===== config.mk =====
export PLATFORM = sky130hd
export DESIGN_NAME = seg_p2s
export DESIGN_NICKNAME = d
export VERILOG_FILES = /design/src/rtl/seg_p2s.sv
export SDC_FILE = /design/constraint.sdc
export NUM_CORES = 1
export LEC_CHECK = 0
export CAP_MARGIN = 20
export CELL_PAD_IN_SITES_DETAIL_PLACEMENT = 0
export CELL_PAD_IN_SITES_GLOBAL_PLACEMENT = 1
export CORE_ASPECT_RATIO = 0.8
export CORE_MARGIN = 2
export CORE_UTILIZATION = 48
export DETAILED_ROUTE_END_ITERATION = 10
export DONT_BUFFER_PORTS = 1
export PLACE_DENSITY_LB_ADDON = 0.1
export SETUP_SLACK_MARGIN = 0.3
export SYNTH_ARGS = -nofsm -noshare
export SYNTH_HDL_FRONTEND = slang
export SYNTH_SLANG_ARGS = --single-unit

===== constraint.sdc =====
create_clock -name clk -period 2.25 [get_ports clk]
set_input_delay 0.45 -clock clk [delete_from_list [all_inputs] [get_ports clk]]
set_output_delay 0.45 -clock clk [all_outputs]
set_load 0.1 [all_outputs]

===== src/rtl/seg_p2s.sv =====
// seg_p2s: serialises four hex digits to an external seven-segment shift-register chain.
// Each digit becomes one active-low byte {dp,g,f,e,d,c,b,a}. The 32-bit frame is shifted
// out MSB first on seg_clk, and then seg_pen strobes the chain's output latches.
module seg_p2s #(
    parameter int HALF = 1                 // system-clock cycles per seg_clk phase, >= 1
) (
    input  logic        clk,
    input  logic        rst,
    input  logic        start,
    input  logic [15:0] num,
    input  logic [3:0]  point,
    input  logic [3:0]  le,
    output logic        busy,
    output logic        done,
    output logic        seg_clk,
    output logic        seg_sout,
    output logic        seg_pen,
    output logic        seg_clrn
);

    localparam int PW = (HALF > 1) ? $clog2(HALF) : 1;
    localparam logic [PW-1:0] PH_LAST = PW'(HALF - 1);

    typedef enum logic [1:0] {
        IDLE,
        SHIFT,
        LATCH
    } state_t;

    state_t        state;
    logic [31:0]   frame;
    logic [4:0]    bitcnt;
    logic [PW-1:0] phase;
    logic [31:0]   frame_in;

    // Active-low segment pattern for one hex digit, before the point and blank overrides.
    function automatic logic [7:0] hex_code(input logic [3:0] d);
        logic [7:0] c;
        unique case (d)
            4'h0: c = 8'hC0;
            4'h1: c = 8'hF9;
            4'h2: c = 8'hA4;
            4'h3: c = 8'hB0;
            4'h4: c = 8'h99;
            4'h5: c = 8'h92;
            4'h6: c = 8'h82;
            4'h7: c = 8'hF8;
            4'h8: c = 8'h80;
            4'h9: c = 8'h90;
            4'hA: c = 8'h88;
            4'hB: c = 8'h83;
            4'hC: c = 8'hC6;
            4'hD: c = 8'hA1;
            4'hE: c = 8'h86;
            default: c = 8'h8E;
        endcase
        return c;
    endfunction

    // Build the frame from the live inputs; blanking overrides the decimal point.
    always_comb begin
        frame_in = '0;
        for (int i = 0; i < 4; i++) begin
            logic [7:0] b;
            b = hex_code(num[4*i +: 4]);
            if (point[i]) b[7] = 1'b0;
            if (le[i])    b    = 8'hFF;
            frame_in[8*i +: 8] = b;
        end
    end

    // Frame FSM: capture, shift 32 bits at 2*HALF cycles each, then a one-cycle latch strobe.
    always_ff @(posedge clk) begin
        if (rst) begin
            state    <= IDLE;
            busy     <= 1'b0;
            done     <= 1'b0;
            seg_clk  <= 1'b0;
            seg_sout <= 1'b0;
            seg_pen  <= 1'b0;
            seg_clrn <= 1'b0;
            bitcnt   <= '0;
            phase    <= '0;
            frame    <= '0;
        end else begin
            seg_clrn <= 1'b1;
            done     <= 1'b0;
            seg_pen  <= 1'b0;
            case (state)
                IDLE: begin
                    if (start) begin
                        frame    <= frame_in;
                        // First bit must already be valid during the first low phase.
                        seg_sout <= frame_in[31];
                        busy     <= 1'b1;
                        bitcnt   <= '0;
                        phase    <= '0;
                        seg_clk  <= 1'b0;
                        state    <= SHIFT;
                    end
                end
                SHIFT: begin
                    if (phase != PH_LAST) begin
                        phase <= phase + 1'b1;
                    end else begin
                        phase <= '0;
                        if (!seg_clk) begin
                            seg_clk <= 1'b1;
                        end else begin
                            seg_clk <= 1'b0;
                            if (bitcnt == 5'd31) begin
                                seg_pen <= 1'b1;
                                done    <= 1'b1;
                                state   <= LATCH;
                            end else begin
                                bitcnt   <= bitcnt + 5'd1;
                                frame    <= {frame[30:0], 1'b0};
                                seg_sout <= frame[30];
                            end
                        end
                    end
                end
                LATCH: begin
                    busy     <= 1'b0;
                    seg_sout <= 1'b0;
                    state    <= IDLE;
                end
                default: state <= IDLE;
            endcase
        end
    end

endmodule


Yosys cells after proc, flatten, opt, wreduce, memory -nomap -nowiden --
Memories as Yosys holds them, arrays and structs flattened. Cells that the tools add are included.
Word-level totals: logic and storage cells 74, register bits 44, input bits 27, output and inout port bits 6, bits in writable memories 0, bits in read-only memories 448, memories kept 4, latch bits 0
Memories:
- (no name shown) | words 16, bits a word 7, rd ports 1, clocked after memory_dff 0, write ports 0, line 39 | unique case (d)
- (no name shown) | words 16, bits a word 7, rd ports 1, clocked after memory_dff 0, write ports 0, line 39
- (no name shown) | words 16, bits a word 7, rd ports 1, clocked after memory_dff 0, write ports 0, line 39
- (no name shown) | words 16, bits a word 7, rd ports 1, clocked after memory_dff 0, write ports 0, line 39
Operators by class: div/mod/pow operators 0, shifts and indexed selects 0, eq/ne operators 8, multipliers 0, bitwise logic cells 2, add/sub/neg operators 2, mux-type cells 38, magnitude comparators 0, reductions and logical operators 11
Operator list (number):
- $mux W31 | 4
- $pmux W31 S2 | 1
- $mux W8 | 4
- $mux W5 | 4
- $mux W1 | 15
- $ne A2 B2 Y1 const B | 5
- $pmux W5 S2 | 1
- $reduce_and A5 Y1 | 2
- $mux W2 | 4
- $pmux W1 S2 | 3
- $add A5 B1 Y5 const B | 1
- $eq A5 B5 Y1 const B | 1
- $pmux W2 S2 | 1
- $reduce_and A2 Y1 | 2
- $reduce_and A4 Y1 | 1
- $reduce_bool A2 Y1 | 2
- $reduce_or A4 Y1 | 1
- $pmux W1 S3 | 1
- $reduce_and A3 Y1 | 1
- $reduce_bool A3 Y1 | 1
- $eq A2 B1 Y1 const B | 1
- $eq A2 B2 Y1 const B | 1
- $logic_not A2 Y1 | 1
- $not A1 Y1 | 2
- $add A1 B1 Y1 const B | 1

Longest topological paths before layout --
depth after elaboration 5, mapped depth 9

Least setup slack after synthesis --
No wires, ideal clock.
path type flip-flop to flip-flop, start register seg_clk, end register bitcnt[3], path buffers 0, stages on the path, launching flop included 5, setup slack 0.108 ns, clock period less this slack 2.142 ns, arrival 2.071 ns, cells stage by stage dfxtp_1 > nand2b_1 > a21o_1 > or4_1 > a21oi_1
On the way: longest elaborated chain between the ends 2
RTL lines:
- start, declared | line 15 | output logic seg_clk,
- start signal, assigned | line 78 | seg_clk <= 1'b0;
- start signal, assigned | line 98 | seg_clk <= 1'b0;
- start signal, assigned | line 108 | seg_clk <= 1'b1;
- $ne A2 B2 Y1 (no line)
- $reduce_and A5 Y1 (no line)
- end signal, assigned | line 116 | bitcnt <= bitcnt + 5'd1;
- end, declared | line 32 | logic [4:0] bitcnt;
No other way between the ends. A chain may end at the register's enable or synchronous reset.

Worst setup path in the final report --
start register bitcnt[1], end register bitcnt[3]
On the way: longest elaborated chain between the ends 5
RTL lines:
- $add A5 B1 Y5 | line 116
- $mux W5 | line 111 | if (bitcnt == 5'd31) begin
- $mux W5 | line 107 | if (!seg_clk) begin
- $mux W5 | line 103 | if (phase != PH_LAST) begin
- $pmux W5 S2 | line 89 | case (state)
Several ways; a longest one is shown, not always the timed one. The select of a mux whose other input is x is not followed.

==> impl_summary.txt <==
----------------------------------------------------
[Setup path]
  Kind of end point of the critical path ... flop
  Worst-case reg-to-reg path depth ... 7
  Endpoint of the most critical setup path ... bitcnt[3]$_SDFFE_PP0P_
  Register-to-Register Setup Slack ... approximately 0.39 ns
  Destination of the worst register-to-register timing path ... bitcnt[3]$_SDFFE_PP0P_
  Largest fanout on the critical path ... 5
  Worst setup SP type ... flop
  Data arrival time at the worst-slack endpoint ... 2.10 ns
  Startpoint of the worst register-to-register path ... bitcnt[1]$_SDFFE_PP0P_
  Start-to-end type of the worst setup path ... reg2reg
  Required time of the worst setup path ... around 2.5 ns
  Launch point of the critical path ... bitcnt[1]$_SDFFE_PP0P_

[Timing]
  RSZ-0062 raised after global routing ... false
  Setup violations, final ... 0
  Worst rel slew slack ... approximately 64%
  Max-slew violations ... 0
  Final critical path time including I/O delays and setup ... 1.86 ns
  Slack of the critical path ... roughly 0.39 ns
  Setup_tns ... 0 ns
  Clock skew ... 0.00940 ns
  Count of final hold-check violations ... 0
  FMAX ... about 540 MHz
  Transition time at the pin with the least slew margin ... 0.544 ns
  Post-route clock period utilization ... slightly above 80%

[Yosys]
  Count of unique library cells instantiated by Yosys ... 43
  Syn_area_per_cell ... 8.24 µm²
  Post-synthesis share of cell area spent on full adders, half adders and majority gates ... 14.5%
  Mapped Cells ... about 360
  Mux cell area share after synthesis ... around 6.9%
  Yosys reg bits ... 43
  Synthesized-area fraction occupied by xor and xnor cells ... less than 1%
  Simple-gate area share of the yosys netlist ... ~18%
  Cell area after technology mapping ... 2940 µm²
  Synth warnings ... 0
  Compound-cell area share of the yosys netlist ... between 20 and 25%
  Combinational family with the most area after synthesis ... compound AO/OA/AOI/OAI gates
  Post-synth net total ... approximately 420
  Post-synthesis sequential area ratio ... between 20% and 30%

[Clock tree]
  Number of sinks on the clock net ... 43
  Max Buffers Root-to-Sink ... 2
  Hold buffer count at CTS ... 0
  Clock Latency Late Sink ... about 0.3 ns
  Number of H-tree branching levels ... 2
  Clock-pin slew reported for the worst setup and hold paths after clock tree synthesis ... 0.09 ns
  TritonCTS clock tree ... done
  Num CTS Buffers ... 5
  Clock root buffer master ... sky130_fd_sc_hd__clkbuf_8

[Drt]
  Total wire length after detailed routing ... ~6.7 mm
  Routed Antenna Nets ... 0
  DRC violations left ... 0
  Initial DRC count ... between 100 and 150
  Average routed wire per standard cell ... 15.4 µm
  Via density per instance ... around 5.8
  Number of vias in the routed layout ... approximately 2500
  Number of iterations in the first detailed-routing pass ... 4

[Floorplan]
  Vertical extent of the die ... between 70 and 80 µm
  Ports placed on the boundary ... 33
  Std cell rows ... 25
  Initial Utilization ... between 40% and 50%
  Die Footprint ... approximately 6800 µm²
  Floorplan core area ... 5910 µm²
  Chip Width ... around 92 µm

[Power and ir drop]
  Switching power share of the total ... just under 30%
  Maximum ir drop on the vdd rail ... around 0.32 mV
  Final total power ... about 0.0021 W
  Comb power frac ... between 20% and 30%
  Sequential share of power ... 41.9%
  Net Switching ... 0.000614 W
  Power density of the placed cells ... roughly 650 nW/µm²
  Fraction of power consumed by the clock network ... 34.4%
  Standby leakage power ... ~1.3 nW
  Cell internal power dissipation ... around 0.0015 W

[Global routing]
  Via count of the first global-routing pass ... 2377
  Largest net degree at the start of global routing ... 40
  Global Route met3 Usage ... 3.95%
  Global Route met1 Usage ... 26.0%
  Busiest grt layer ... met2
  Global-route wire length before repair ... ~11 mm
  Total gr overflow ... 0
  Overall track demand over capacity in global routing ... between 20% and 30%
  Number of antenna violations at the first check in global routing ... 0
  Met2 track demand over resource ... between 30% and 40%

[Placed design]
  Number of port buffers ... 0
  HPWL Detailed ... ~4.8 mm
  GP Congestion ... around 0.8
  Inst Count DP ... approximately 430
  Cell area after placement ... between 3000 and 4000 µm²
  Place WS ... between 0.2 and 0.25 ns

[Finish]
  Nets ... 415
  Non-Filler Instances ... ~440
  Final Cell Area ... between 3000 and 4000 µm²
  Share of cells above drive strength 1 ... between 10% and 20%
  Antenna fix cells ... 0
  Synthesis-to-finish area growth ... 10.4%

[Outcome]
  Run status ... finished, final reports clean

[Job]
  Number of max-capacitance violations reported ... 0

[Min path]
  Tightest Hold Check Type ... in2reg

----------------------------------------------------
==> cell type report <==
cell class	instances	area [µm²]
flip-flops and latches	43	866
well taps	81	101
repair buffers	16	133
clock inverters	3	67.6
inverters	20	78.8
clock buffers	5	68.8
multi-input cells	268	1930
fillers	556	2670
==> per-layer routing <==
layer / wire length (µm) / vias to the layer above
met5: 0 / -
met4: 52 / 0
met3: 245 / 4
met2: 3140 / 40
met1: 3300 / 1183
li1: - / 1280
==> cell usage after synthesis <==
master / n / area (µm²)
sky130_fd_sc_hd__nor3_1: 6 / 30.0
sky130_fd_sc_hd__a311oi_1: 4 / 35.0
sky130_fd_sc_hd__nand2_1: 48 / 180
sky130_fd_sc_hd__a21oi_1: 36 / 180
sky130_fd_sc_hd__inv_1: 18 / 67.6
sky130_fd_sc_hd__o221ai_1: 16 / 140
sky130_fd_sc_hd__o31ai_1: 3 / 22.5
sky130_fd_sc_hd__mux2i_1: 9 / 90.1
sky130_fd_sc_hd__mux4_2: 4 / 90.1
sky130_fd_sc_hd__buf_1: 1 / 3.75
sky130_fd_sc_hd__a221oi_1: 1 / 8.76
sky130_fd_sc_hd__nand3b_1: 2 / 15.0
sky130_fd_sc_hd__nand2b_1: 5 / 31.3
sky130_fd_sc_hd__and3_1: 1 / 6.26
sky130_fd_sc_hd__nor3b_1: 4 / 30.0
sky130_fd_sc_hd__o21a_1: 1 / 7.51
sky130_fd_sc_hd__xnor2_1: 1 / 8.76
sky130_fd_sc_hd__buf_4: 4 / 30.0
sky130_fd_sc_hd__a211o_1: 1 / 8.76
sky130_fd_sc_hd__a21o_1: 1 / 7.51
sky130_fd_sc_hd__buf_2: 6 / 30.0
sky130_fd_sc_hd__a211oi_1: 4 / 30.0
sky130_fd_sc_hd__or4_1: 1 / 7.51
sky130_fd_sc_hd__clkinv_1: 2 / 7.51
sky130_fd_sc_hd__nor4_1: 1 / 6.26
sky130_fd_sc_hd__o22ai_1: 1 / 6.26
sky130_fd_sc_hd__nand4b_1: 1 / 8.76
sky130_fd_sc_hd__or2_2: 5 / 31.3
sky130_fd_sc_hd__clkbuf_1: 15 / 56.3
sky130_fd_sc_hd__o311ai_0: 2 / 17.5
sky130_fd_sc_hd__nor2b_1: 9 / 56.3
sky130_fd_sc_hd__a21oi_2: 1 / 8.76
sky130_fd_sc_hd__o211ai_1: 19 / 143
sky130_fd_sc_hd__nor2_1: 15 / 56.3
sky130_fd_sc_hd__o41ai_1: 1 / 8.76
sky130_fd_sc_hd__a31o_2: 2 / 17.5
sky130_fd_sc_hd__a32o_1: 2 / 20.0
sky130_fd_sc_hd__dfxtp_1: 43 / 861
sky130_fd_sc_hd__mux2_2: 2 / 22.5
sky130_fd_sc_hd__o21ai_0: 10 / 50.1
sky130_fd_sc_hd__nand3_1: 14 / 70.1
sky130_fd_sc_hd__ha_1: 34 / 425
sky130_fd_sc_hd__and2_1: 1 / 6.26
==> cells in the final DEF, fill, tap and decap left out, drive strengths merged, types with 2 or more instances in the layout <==
cell type  instances
o221ai            16
nand3b             2
inv               18
mux4               4
or2                5
dfxtp             43
o21ai             10
nand2b             5
a211oi             4
mux2               2
a31o               2
ha                34
nor3b              4
buf               16
nand3             14
a311oi             4
bufinv             2
o311ai             2
nor2b              9
clkinvlp           2
clkbuf             5
nor3               6
a32o               2
nand2             48
mux2i              9
o211ai            19
nor2              15
a21oi             37
o31ai              3
==> power by group through the flow <==
stage	clock network (W)	registers [W]	logic [W]
floorplan	0	0.000931	0.000367
global placement	0	0.000894	0.000480
detailed placement	0	0.000896	0.000487
CTS	0.000741	0.000879	0.000491
global route	0.000773	0.000888	0.000553
finish	0.000724	0.000879	0.000498
==> how the worst min path moves through the flow <==
stage / cells past startpoint / slack [ns] / start / end
floorplan: 2 / 0.43 / frame[2]$_SDFFE_PP0P_ / frame[2]$_SDFFE_PP0P_
global placement: 2 / 0.44 / frame[29]$_SDFFE_PP0P_ / frame[29]$_SDFFE_PP0P_
detailed placement: 2 / 0.44 / frame[29]$_SDFFE_PP0P_ / frame[29]$_SDFFE_PP0P_
CTS: 1 / 0.20 / rst / seg_clk$_SDFFE_PP0P_
global route: 1 / 0.19 / rst / bitcnt[1]$_SDFFE_PP0P_
finish: 1 / 0.21 / rst / frame[7]$_SDFFE_PP0P_
==> critical path: stages (launching register included) <==
cell and delay, ns:
sky130_fd_sc_hd__dfxtp_2 0.35, sky130_fd_sc_hd__ha_4 0.16, sky130_fd_sc_hd__and3_4 0.17, sky130_fd_sc_hd__ha_2 0.17, sky130_fd_sc_hd__nand2b_4 0.16, sky130_fd_sc_hd__a21o_1 0.20, sky130_fd_sc_hd__or4_4 0.43, sky130_fd_sc_hd__a21oi_2 0.15
==> cells by family after synthesis <==
logic type	Yosys count
xor+xnor	1
fa+ha+maj	34
mux	15
flops	43
simple gates	113
buf+inv	46
compound gates	105
==> per-stage QoR <==
| stage | hold WS [ns] | utilization [%] |
|---|---|---|
| global route | 0.187 | 54.9 |
| detailed placement | 0.440 | 51.4 |
| finish | 0.207 | 54.9 |
| CTS | 0.199 | 53.8 |
| global placement | 0.437 | 51.4 |
| floorplan | 0.432 | - |
==> sequential cells by signal (all words and copies together) (netlist names) <==
| name | cells |
|---|---|
| frame | 31 |
| seg_clk | 1 |
| state | 2 |
| busy | 1 |
| bitcnt | 5 |
| seg_sout | 1 |
| seg_clrn | 1 |
| seg_pen | 1 |
==> repair_timing <==
action | CTS | global route
setup endpoints to repair | 6 | 25
buffers inserted | 0 | 2
resized for setup | 4 | 11
pin swaps | 1 | 3
hold endpoints to repair | 0 | 0
Power figures use the tool's default switching activity.
